[src/rtl/in3_pattern_gen_if.sv]
// rtl/in3_pattern_gen_if.sv - control/pattern bundle for in3_pattern_gen
// PATTERN_CHECK_EN adds the OR-gate return path and checker results.
interface in3_pattern_gen_if;
  logic       start;
  logic       a;
  logic       b;
  logic       c;
  logic       busy;
  logic       done;
`ifdef PATTERN_CHECK_EN
  logic       or_in;
  logic [3:0] err_cnt;
  logic       pass;

  modport master (input start, input or_in,
                  output a, output b, output c, output busy, output done,
                  output err_cnt, output pass);
  modport slave  (output start, output or_in,
                  input a, input b, input c, input busy, input done,
                  input err_cnt, input pass);
`else
  modport master (input start,
                  output a, output b, output c, output busy, output done);
  modport slave  (output start,
                  input a, input b, input c, input busy, input done);
`endif
endinterface

[src/rtl/in3_pattern_gen.sv]
// rtl/in3_pattern_gen.sv - sweeps {a,b,c} through 000..111, HOLD_CYCLES clocks each
// Optional OR-gate response checker enabled by PATTERN_CHECK_EN.
module in3_pattern_gen #(
  parameter int HOLD_CYCLES = 10
) (
  input logic              clk,
  input logic              rst_n,
  in3_pattern_gen_if.master bus
);

  typedef enum logic [1:0] {IDLE, RUN, DONE} state_t;

  localparam logic [7:0] HOLD_LAST = 8'(HOLD_CYCLES - 1);

  state_t     state_q, state_d;
  logic [7:0] hold_q, hold_d;
  logic [2:0] pat_q, pat_d;
  logic       busy_q, busy_d;
  logic       done_q, done_d;
  logic       window_end;

`ifdef PATTERN_CHECK_EN
  logic [3:0] err_q, err_d;
  logic       pass_q, pass_d;
`endif

  assign window_end = (hold_q == HOLD_LAST);

  always_comb begin
    state_d = state_q;
    hold_d  = hold_q;
    pat_d   = pat_q;
    busy_d  = busy_q;
    done_d  = 1'b0;
`ifdef PATTERN_CHECK_EN
    err_d   = err_q;
    pass_d  = 1'b0;
`endif
    unique case (state_q)
      IDLE: begin
        if (bus.start) begin
          state_d = RUN;
          busy_d  = 1'b1;
          hold_d  = 8'd0;
          pat_d   = 3'd0;
`ifdef PATTERN_CHECK_EN
          err_d   = 4'd0;
`endif
        end
      end
      RUN: begin
`ifdef PATTERN_CHECK_EN
        // The gate response is judged once, at the end of each hold window.
        if (window_end && (bus.or_in != (|pat_q)) && (err_q != 4'd8)) begin
          err_d = err_q + 4'd1;
        end
`endif
        if (window_end) begin
          hold_d = 8'd0;
          if (pat_q == 3'd7) begin
            state_d = DONE;
            busy_d  = 1'b0;
            done_d  = 1'b1;
            pat_d   = 3'd0;
`ifdef PATTERN_CHECK_EN
            pass_d  = (err_d == 4'd0);
`endif
          end else begin
            pat_d = pat_q + 3'd1;
          end
        end else begin
          hold_d = hold_q + 8'd1;
        end
      end
      DONE: begin
        state_d = IDLE;
      end
      default: begin
        state_d = IDLE;
        busy_d  = 1'b0;
        pat_d   = 3'd0;
      end
    endcase
  end

  always_ff @(posedge clk or negedge rst_n) begin
    if (!rst_n) begin
      state_q <= IDLE;
      hold_q  <= 8'd0;
      pat_q   <= 3'd0;
      busy_q  <= 1'b0;
      done_q  <= 1'b0;
`ifdef PATTERN_CHECK_EN
      err_q   <= 4'd0;
      pass_q  <= 1'b0;
`endif
    end else begin
      state_q <= state_d;
      hold_q  <= hold_d;
      pat_q   <= pat_d;
      busy_q  <= busy_d;
      done_q  <= done_d;
`ifdef PATTERN_CHECK_EN
      err_q   <= err_d;
      pass_q  <= pass_d;
`endif
    end
  end

  assign bus.a    = pat_q[2];
  assign bus.b    = pat_q[1];
  assign bus.c    = pat_q[0];
  assign bus.busy = busy_q;
  assign bus.done = done_q;
`ifdef PATTERN_CHECK_EN
  assign bus.err_cnt = err_q;
  assign bus.pass    = pass_q;
`endif

endmodule

[src/flat_wrapper.sv]
// flat-port wrapper written by rule: the top's interface ports become plain ports
module in3_pattern_gen_flat 
#(
  parameter int HOLD_CYCLES = 10
)
  (clk, rst_n, bus_start, bus_a, bus_b, bus_c, bus_busy, bus_done);
  in3_pattern_gen_if bus_i ();
  input logic clk;
  input logic rst_n;
  input wire logic [$bits(bus_i.start)-1:0] bus_start;
  output wire logic [$bits(bus_i.a)-1:0] bus_a;
  output wire logic [$bits(bus_i.b)-1:0] bus_b;
  output wire logic [$bits(bus_i.c)-1:0] bus_c;
  output wire logic [$bits(bus_i.busy)-1:0] bus_busy;
  output wire logic [$bits(bus_i.done)-1:0] bus_done;
  assign bus_i.start = bus_start;
  assign bus_a = bus_i.a;
  assign bus_b = bus_i.b;
  assign bus_c = bus_i.c;
  assign bus_busy = bus_i.busy;
  assign bus_done = bus_i.done;
  in3_pattern_gen #(.HOLD_CYCLES(HOLD_CYCLES)) u_core (.clk(clk), .rst_n(rst_n), .bus(bus_i));
endmodule
[config.mk]
export PLATFORM = sky130hd
export DESIGN_NAME = in3_pattern_gen_flat
export DESIGN_NICKNAME = d
export VERILOG_FILES = /design/src/rtl/in3_pattern_gen_if.sv /design/src/rtl/in3_pattern_gen.sv /design/src/flat_wrapper.sv
export SDC_FILE = /design/constraint.sdc
export NUM_CORES = 1
export LEC_CHECK = 0
export ABC_AREA = 0
export CAP_MARGIN = 20
export CORE_MARGIN = 8
export CORE_UTILIZATION = 57
export DETAILED_ROUTE_END_ITERATION = 10
export GPL_TIMING_DRIVEN = 0
export PLACE_DENSITY = 0.8
export SETUP_SLACK_MARGIN = 0.02
export SKIP_LAST_GASP = 1
export SYNTH_ARGS = -nofsm -noshare
export SYNTH_HDL_FRONTEND = slang
export SYNTH_SLANG_ARGS = --single-unit
[constraint.sdc]
create_clock -name clk -period 4 [get_ports clk]
set_clock_uncertainty 0.05 [all_clocks]
set_input_delay 0.6 -clock clk [delete_from_list [all_inputs] [get_ports clk]]
set_output_delay 0.6 -clock clk [all_outputs]
set_load 0.03 [all_outputs]
Word level (Yosys, flattened, before mapping)
Index checks and enable logic that the tools add are counted.

Input port bits: 3. Bits in latches: 0. Memories: 0. Logic and storage cells: 39. Bits in read-only memories: 0. Bits in registers: 15. Bits in writable memories: 0. Output and inout bits: 5.

Bitwise operators: 1. Magnitude comparators: 0. Shift-type cells: 0. $add $sub $neg: 2. Reductions and logical operators: 6. Equal/unequal tests: 7. Multipliers: 0. Div/mod/pow operators: 0. Mux-type cells: 18.

Operator list (number): $mux 8 (2); $pmux 8 s2 (1); $mux 3 (3); $pmux 3 s3 (1); $add 8x1->8 const B (1); $eq 8x4->1 const B (1); $mux 1 (6); $mux 2 (3); $reduce_and 3->1 (2); $ne 2x1->1 const B (2); $pmux 2 s2 (1); $reduce_and 4->1 (1); $add 3x1->3 const B (1); $eq 3x3->1 const B (1); $pmux 1 s3 (1); $eq 2x1->1 const B (1); $eq 2x2->1 const B (1); $logic_not 2->1 (1); $ne 2x2->1 const B (1); $reduce_and 2->1 (1); $reduce_bool 2->1 (1); $not 1->1 (1).

Logic depth before layout (Yosys ltp)
Gate-level depths: netlist of the first run.

Depth after elaboration: 4. Depth in mapped cells: 7.

Least setup slack after synthesis of the first run
No wires, ideal clock.

Path kind: reg-to-reg. From: register u_core.hold_q[1]. To: register u_core.pat_q[0]. Data required time: 3.820 ns. Clock period less this slack: 1.511 ns. Arrival time: 1.331 ns. Buffers on the path: 1. Setup slack: 2.489 ns. Cell stages (with the launch flop): 8. Cell sequence: dfrtp_1 inv_1 ha_1 nor4b_4 and3_1 buf_4 mux2i_1 o22ai_1.

Longest elaborated chain between the ends: 3.

RTL lines: start, declared (RTL line in3_pattern_gen.sv:16) `logic [7:0] hold_q, hold_d;`; start signal, assigned (RTL line in3_pattern_gen.sv:99) `hold_q <= hold_d;`; $eq 8x4->1 (RTL line in3_pattern_gen.sv:27) `assign window_end = (hold_q == HOLD_LAST);`; $ne 2x1->1 (no line); $reduce_and 3->1 (no line); end signal, assigned (RTL line in3_pattern_gen.sv:100) `pat_q <= pat_d;`; end, declared (RTL line in3_pattern_gen.sv:17) `logic [2:0] pat_q, pat_d;`.

Every way passes these cells. A chain may end at the register's enable or synchronous reset.

Final worst setup path of the first run
From: register u_core.pat_q[0]. To: output bus_c.

RTL lines: end, declared (RTL line flat_wrapper.sv:13) `output wire logic [$bits(bus_i.c)-1:0] bus_c;`.

No word-level cell between the ends.

==> impl_metrics.yaml, run 1 <==
synthesis:
  synth_top_cell_by_area: "dfrtp_1"
  syn-num-nets: 88
  synth_top_area_frac: 0.467
  synth_common_cells: "dfrtp_1 (15), nand2_1 (9), a31oi_1 (7)"
  synth_seq_area_share: 0.467
  async_flop_share: 1.00
  post_synth_num_cell_types: 25
  synth_warnings: 0
  synth_seq_cells: 15
  synthFlopType: "dfrtp_1"
  synth.cell_area_um2: 803
  yosysMostFrequentCell: "dfrtp_1"
  syn_avg_cell_area_um2: 9.92
  syn_inst: 81
  synth_edf_count: 0
  synth.area.top_cells: "dfrtp_1 (47%), ha_1 (6.2%), a31oi_1 (5.5%)"
pwr:
  p_clk_frac: 0.133
  leakagePower_nw: 0.442
  p_per_area_nw_per_um2: 724
  irDropWorstVdd_v: 0.000461
  switchingPower_mw: 0.277
  intPower_mw: 0.388
  switching_share: 0.416
  p_comb_frac: 0.450
  p_seq_frac: 0.417
critical_path:
  cpLargestDelayFamily: "buffers and inverters"
  cp.arrival_ps: 1390
  cp_cell_sequence: "clkdlybuf4s50_1"
  crit_required_ps: 3350
  end_kind: "output port"
  slowest_delay_ps: 690
  critPathKind: "flop to output port"
  path_buf_inv: 1
  critPathLaunchType: "flop"
  crit_cells: 1
  slowest_stage: "clkdlybuf4s50_1"
  path_max_fanout: 5
  reg2regPathDepth: 7
cts:
  insertion_delay_ps: 290
  cts_buffer_depth: 2
  cts-htree-levels: 1
  hold_buffers: 0
  cts_tree: "done"
  cts_root_buf: "clkbuf_4"
  cts_buffers: 3
  cts.clk_slew.worst_paths_ps: 90
  clock-sinks: 15
  cts_setup_buffers: 0
  cts_resized: 0
floorplanning:
  die-width_um: 53.5
  core_um2: 1320
  die_h_um: 53.5
  pin_count: 8
  die-area_um2: 2870
  rows: 13
  start_util: 0.610
sta:
  tns_ps: 0
  finalCriticalPeriod_ps: 2040
  worst_slack_ps: 1960
  fmax_ghz: 0.491
  slew_violations: 0
  post-route-period-util: 0.509
  max_slew_margin: 0.558
  worstMarginPinSlew_ps: 661
  finalSetupViolations: 0
  rsz0062_at_grt: "no"
  hold_viol: 0
cells_and_area:
  nets: 100
  utilization: 0.698
  syn2layout_area_growth_pct: 14.5
  fillers: 106
  postLayoutCellArea_um2: 920
  diodes: 0
  drive_above_1_share: 0.0978
place:
  place.gp.congestion: 0.828
  dp_hpwl_um: 1110
  place_ws_ps: 2110
  postPlaceCellArea_um2: 892
  port_buffers: 7
drt:
  wl_per_cell_um: 14.3
  vias: 640
  vias_per_cell: 5.98
  postRouteAntennaNets: 0
  drc: 0
  drt-initial-drc-count: 16
  routed_wirelength_um: 1540
  dr.pass1.iters: 4
global_routing:
  grt_use_total: 0.121
  grt_pass1_vias: 596
  antenna_found_initial: 0
  grt_pass1_wl_um: 2610
  grt.overflow.total: 0
  grt_max_degree: 16
hold_path:
  hold_path_depth: 1
  min_path_type: "flop to flop"
run_status:
  status: "completed"
flow_run:
  drv_cap: 0
-- worst paths after layout --
check	end	slack (ps)	startpoint
worst min register to register	u_core.hold_q[0]	480	u_core.hold_q[0]
worst min-delay path	u_core.hold_q[0]	480	u_core.hold_q[0]
max in group asynchronous	u_core.hold_q[1]	2820	rst_n
worst max register to register	u_core.pat_q[0]	2310	u_core.hold_q[1]
min in group asynchronous	u_core.bus.busy	660	rst_n
worst max-delay path	bus_c	1960	u_core.pat_q[0]
-- cell type report --
type                            instances  area [µm²]  share of cell area
Multi-Input combinational cell         60         394               0.429
Inverter                                2        7.51             0.00816
Timing Repair Buffer                    7        70.1              0.0762
Tap cell                               15        18.8              0.0204
Clock buffer                            3        22.5              0.0245
Clock inverter                          1        5.00             0.00544
Sequential cell                        15         375               0.408
Buffer                                  4        26.3              0.0286
-- cell families (layout without fill, tap and decap cells) --
group | count (synthesis) | after routing | synth area share
AND/OR/NAND/NOR | 32 | 32 | 0.218
buffers and inverters | 6 | 17 | 0.0421
AO/OA/AOI/OAI | 21 | 21 | 0.173
multiplexers | 3 | 3 | 0.0374
adder cells (fa/ha/maj) | 4 | 4 | 0.0623
flip-flops | 15 | 15 | 0.467
-- through the flow --
stage	cells	hold WS [ps]	power (mW)
2_1_floorplan	81	254	0.488
3_3_place_gp	103	456	0.567
3_5_place_dp	103	470	0.578
4_1_cts	107	486	0.666
5_1_grt	107	518	0.720
6_report	107	481	0.665
-- state kept, by name, indices dropped and copies added, names as in the netlist --
name	count
u_core.bus.busy	1
u_core.bus.done	1
u_core.state_q	2
u_core.hold_q	8
u_core.pat_q	3
-- power by group through the flow --
stage / clock, mW / combinational, mW / sequential [mW]
after floorplan: 0 / 0.180 / 0.307
after global placement: 0 / 0.290 / 0.277
after detailed placement: 0 / 0.299 / 0.279
after CTS: 0.0890 / 0.301 / 0.276
after global routing: 0.0981 / 0.337 / 0.285
final: 0.0888 / 0.299 / 0.277
-- cell usage in the layout (no fill, tap or decap) --
master	n
dfrtp_1	15
nand2_1	9
a31oi_1	7
clkdlybuf4s50_1	7
nor2_1	6
and3_1	5
nand2b_1	4
nand3_1	4
o22ai_1	4
ha_1	4
mux2i_1	3
a21oi_1	3
clkbuf_4	3
inv_1	2
a41oi_1	2
o21ai_1	2
nor2b_1	1
clkbuf_1	1
buf_6	1
nor4b_4	1
buf_4	1
a31oi_2	1
buf_1	1
or2_2	1
and2_1	1
a21o_1	1
o31ai_1	1
clkinv_2	1
-- per-layer routing --
metal,routed length (µm),track usage,vias up
li1,-,-,314
met1,752,0.161,305
met2,677,0.178,17
met3,85,0.0441,4
met4,19,0.0378,0
met5,0,0,-
Note: power is estimated with default switching activity, not from simulation.
==> run 2: changes to the inputs <==
CORE_UTILIZATION = 53   (was 57)
PLACE_DENSITY = 0.75   (was 0.8)
clock period = 2.1 ns   (was 4 ns; I/O delays follow)
==> impl_metrics.yaml, run 2 (same netlist as run 1, synthesis figures left out) <==
cells_and_area:
  reg.largest.list: "u_core.hold_q (8), u_core.pat_q (3), u_core.state_q (2)"
  syn2layout_area_growth_pct: 14.5
  nets: 100
  final_common_cell: "dfrtp_1"
  final_cells: 108
  largest_reg_flops: 8
  final_cell_mix: "dfrtp_1 (15), nand2_1 (9), a31oi_1 (7), clkdlybuf4s50_1 (7), nor2_1 (6)"
  utilization: 0.625
  drive_above_1_share: 0.0870
  regMostFlops: "u_core.hold_q"
  diodes: 0
  postLayoutCellArea_um2: 920
critical_path:
  path_max_fanout: 5
  critPathLaunchType: "flop"
  slowest_delay_ps: 700
  r2r-end: "u_core.pat_q[0]"
  crit_required_ps: 1740
  end_kind: "output port"
  cp.arrival_ps: 1400
  critPathKind: "flop to output port"
  path_buf_inv: 1
  cpLargestDelayFamily: "buffers and inverters"
  reg2regPathDepth: 7
  r2r_setup_slack_ps: 440
  slowest_stage: "clkdlybuf4s50_1"
  cp_cell_sequence: "clkdlybuf4s50_1"
  crit-reg2reg-launch: "u_core.hold_q[1]"
cts:
  cts.clk_slew.worst_paths_ps: 90
  cts_buffer_depth: 2
  cts_resized: 0
  clock-sinks: 15
  insertion_delay_ps: 290
  cts_tree: "done"
  hold_buffers: 0
  cts_root_buf: "clkbuf_4"
  cts_buffers: 3
  cts-htree-levels: 1
  cts_setup_buffers: 0
global_routing:
  grt_use_total: 0.119
  grt_max_degree: 16
  antenna_found_initial: 0
  grt_pass1_vias: 585
  grt_pass1_wl_um: 2570
  grt.overflow.total: 0
place:
  dp_cells: 104
  place.gp.congestion: 0.815
  dp_hpwl_um: 1130
  postPlaceCellArea_um2: 893
  place_ws_ps: 445
  port_buffers: 7
sta:
  worst_slack_ps: 331
  finalCriticalPeriod_ps: 1770
  max_slew_margin: 0.557
  post-route-period-util: 0.842
  slew_violations: 0
  rsz0062_at_grt: "no"
  holdWs_ps: 371
  tns_ps: 0
  fmax_ghz: 0.565
  worstMarginPinSlew_ps: 662
  hold_viol: 0
  finalSetupViolations: 0
drt:
  vias_per_cell: 5.77
  vias: 623
  wl_per_cell_um: 14.4
  drt-initial-drc-count: 16
  drc: 0
  postRouteAntennaNets: 0
  dr.pass1.iters: 4
  routed_wirelength_um: 1560
floorplanning:
  rows: 14
  pin_count: 8
  die-width_um: 54.9
  die-area_um2: 3020
  core_um2: 1470
  start_util: 0.546
  die_h_um: 54.9
pwr:
  p_per_area_nw_per_um2: 1380
  power.total_mw: 1.27
  irDropWorstVdd_v: 0.00102
  leakagePower_nw: 0.439
flow_run:
  drv_cap: 0
hold_path:
  min_path_type: "input port to asynchronous set/reset pin"
run_status:
  status: "completed"
-- run 2: cell count changes in the layout (fill, tap and decap cells not counted), sizes merged --
cell | previous run | this run
clkinv | 1 | 0
clkbuf | 4 | 5
-- run 2: worst max-delay path by stage --
stage                                 from              end  cells after the start
after floorplan           u_core.hold_q[1]  u_core.pat_q[0]                      7
after global placement    u_core.hold_q[1]  u_core.pat_q[0]                      7
after detailed placement  u_core.hold_q[1]  u_core.pat_q[0]                      7
after CTS                  u_core.pat_q[0]            bus_c                      1
after global routing       u_core.pat_q[0]            bus_c                      1
final                      u_core.pat_q[0]            bus_c                      1
-- run 2: area by class of cell --
class / count / area, µm²
fillers: 126 / 552
multi-input cells: 60 / 394
flip-flops and latches: 15 / 375
repair buffers: 7 / 70.1
clock buffers: 4 / 26.3
plain buffers: 4 / 26.3
well taps: 16 / 20.0
inverters: 2 / 7.51
-- run 2: layer usage --
layer	vias up	global-route usage	wire length, µm
met4	0	0.0720	40
li1	322	-	-
met2	11	0.189	697
met5	-	0	0
met1	285	0.146	746
met3	5	0.0241	74
-- run 2: report_power, final --
group          internal [mW]  switching, mW
Clock                 0.0740         0.0953
Sequential             0.408          0.121
Combinational          0.260          0.307
==> run 3: changes to the inputs <==
clock period = 1.65 ns   (was 2.1 ns; I/O delays follow)
==> impl_metrics.yaml, run 3 (same netlist as run 1, synthesis figures left out) <==
run_status:
  status: "completed"
drt:
  vias: 660
  routed_wirelength_um: 1670
  drc: 0
  vias_per_cell: 5.79
  wl_per_cell_um: 14.6
  dr.pass1.iters: 4
  drt-initial-drc-count: 11
  postRouteAntennaNets: 0
critical_path:
  path_buf_inv: 2
  crit-reg2reg-launch: "u_core.hold_q[1]"
  end_kind: "flop"
  slowest_delay_ps: 410
  r2r-end: "u_core.pat_q[0]"
  crit_required_ps: 1780
  reg2regPathDepth: 7
  cpLargestDelayFamily: "simple AND/OR/NAND/NOR gates"
  path_max_fanout: 5
  slowest_stage: "dfrtp_1"
  critPathKind: "flop to flop"
  cp.arrival_ps: 1760
  r2r_setup_slack_ps: 10
  critPathLaunchType: "flop"
  cp_cell_sequence: "inv_2, ha_4, nor4b_4, and3_1, buf_6, mux2i_1, o22ai_1"
cells_and_area:
  reg.largest.list: "u_core.hold_q (8), u_core.pat_q (3), u_core.state_q (2)"
  largest_reg_flops: 8
  syn2layout_area_growth_pct: 22.4
  final_cell_mix: "dfrtp_1 (14), nand2_1 (8), a31oi_1 (7), nor2_1 (6), buf_4 (6)"
  regMostFlops: "u_core.hold_q"
  nets: 106
  drive_above_1_share: 0.184
  final_common_cell: "dfrtp_1"
  diodes: 0
floorplanning:
  die-area_um2: 3020
  rows: 14
  pin_count: 8
  die_h_um: 54.9
  core_um2: 1470
  start_util: 0.546
  die-width_um: 54.9
cts:
  cts_root_buf: "clkbuf_4"
  insertion_delay_ps: 290
  cts.clk_slew.worst_paths_ps: 90
  cts_buffers: 3
  cts_buffer_depth: 2
  cts-htree-levels: 1
  clock-sinks: 15
  hold_buffers: 0
  cts_tree: "done"
pwr:
  p_seq_frac: 0.394
  switchingPower_mw: 0.706
  p_comb_frac: 0.478
  irDropWorstVdd_v: 0.00120
  leakagePower_nw: 0.473
  p_per_area_nw_per_um2: 1740
  intPower_mw: 1.01
  switching_share: 0.412
  p_clk_frac: 0.128
sta:
  fmax_ghz: 0.611
  tns_ps: 0
  slew_violations: 0
  finalCriticalPeriod_ps: 1640
  max_slew_margin: 0.556
  finalSetupViolations: 0
  post-route-period-util: 0.991
  holdWs_ps: 299
  worstMarginPinSlew_ps: 665
  rsz0062_at_grt: "yes"
  hold_viol: 0
global_routing:
  grt_use_total: 0.126
  grt_pass1_vias: 614
  antenna_found_initial: 0
  grt_max_degree: 16
  grt_pass1_wl_um: 2720
  grt.overflow.total: 0
place:
  place.gp.congestion: 0.815
  port_buffers: 7
  dp_hpwl_um: 1130
hold_path:
  min_path_type: "input port to asynchronous set/reset pin"
flow_run:
  drv_cap: 0
run 3: cell count changes in the layout (fill, tap and decap cells not counted), sizes merged:
cell,previous run,this run
clkdlybuf4s50,7,3
buf,3,9
dlymetal6s2s,0,1
dlygate4sd2,0,3
run 3: metal layers:
metal	GRT usage	vias to the layer above	wire, µm
met4	0.0720	0	40
met3	0.0241	5	84
met5	0	-	0
li1	-	328	-
met1	0.145	314	745
met2	0.215	13	800
run 3: worst reg2reg max path, stage by stage, from the launching register on:
cell and delay (ps):
dfrtp_1 410, inv_2 80, ha_4 120, nor4b_4 240, and3_1 220, buf_6 120
mux2i_1 200, o22ai_1 90
run 3: how the worst max path moves through the flow:
stage,to,start,depth (start not counted),slack (ps)
CTS,bus_busy,u_core.bus.busy,1,20
detailed placement,u_core.pat_q[0],u_core.hold_q[1],7,-5
global route,u_core.pat_q[0],u_core.hold_q[1],7,-80
finish,u_core.pat_q[0],u_core.hold_q[1],7,10
floorplan,u_core.pat_q[0],u_core.hold_q[1],7,140
global placement,u_core.pat_q[0],u_core.hold_q[1],7,40
run 3: layout make-up:
cell class              instances  area, µm²
plain buffers                   4       30.0
repair buffers                 13        114
fillers                       114        488
flip-flops and latches         15        377
inverters                       2       7.51
multi-input cells              60        409
well taps                      16       20.0
clock buffers                   4       26.3
run 3: timing repair:
item / CTS / global route
endpoints found under the hold margin: 0 / 0
gates resized for setup: 8 / 2
setup buffers: 4 / 2
endpoints found under the setup margin: 6 / 10
pin swaps: 2 / 3
run 3: per-stage QoR:
step	utilization	power (mW)	instances	setup WS, ps	instance area (µm²)
after floorplan	-	1.18	81	139	803
after global placement	0.607	1.38	104	35.8	893
after detailed placement	0.607	1.40	104	-5.06	893
after CTS	0.655	1.68	112	21.9	963
after global routing	0.668	1.84	114	-81.1	983
final	0.668	1.71	114	14.1	983
run 3: power by group through the flow:
stage          Sequential, mW  Combinational [mW]  Clock (mW)
6_report                0.675               0.818       0.220
4_1_cts                 0.668               0.789       0.223
2_1_floorplan           0.745               0.437           0
3_3_place_gp            0.670               0.707           0
5_1_grt                 0.693               0.912       0.235
3_5_place_dp            0.675               0.723           0
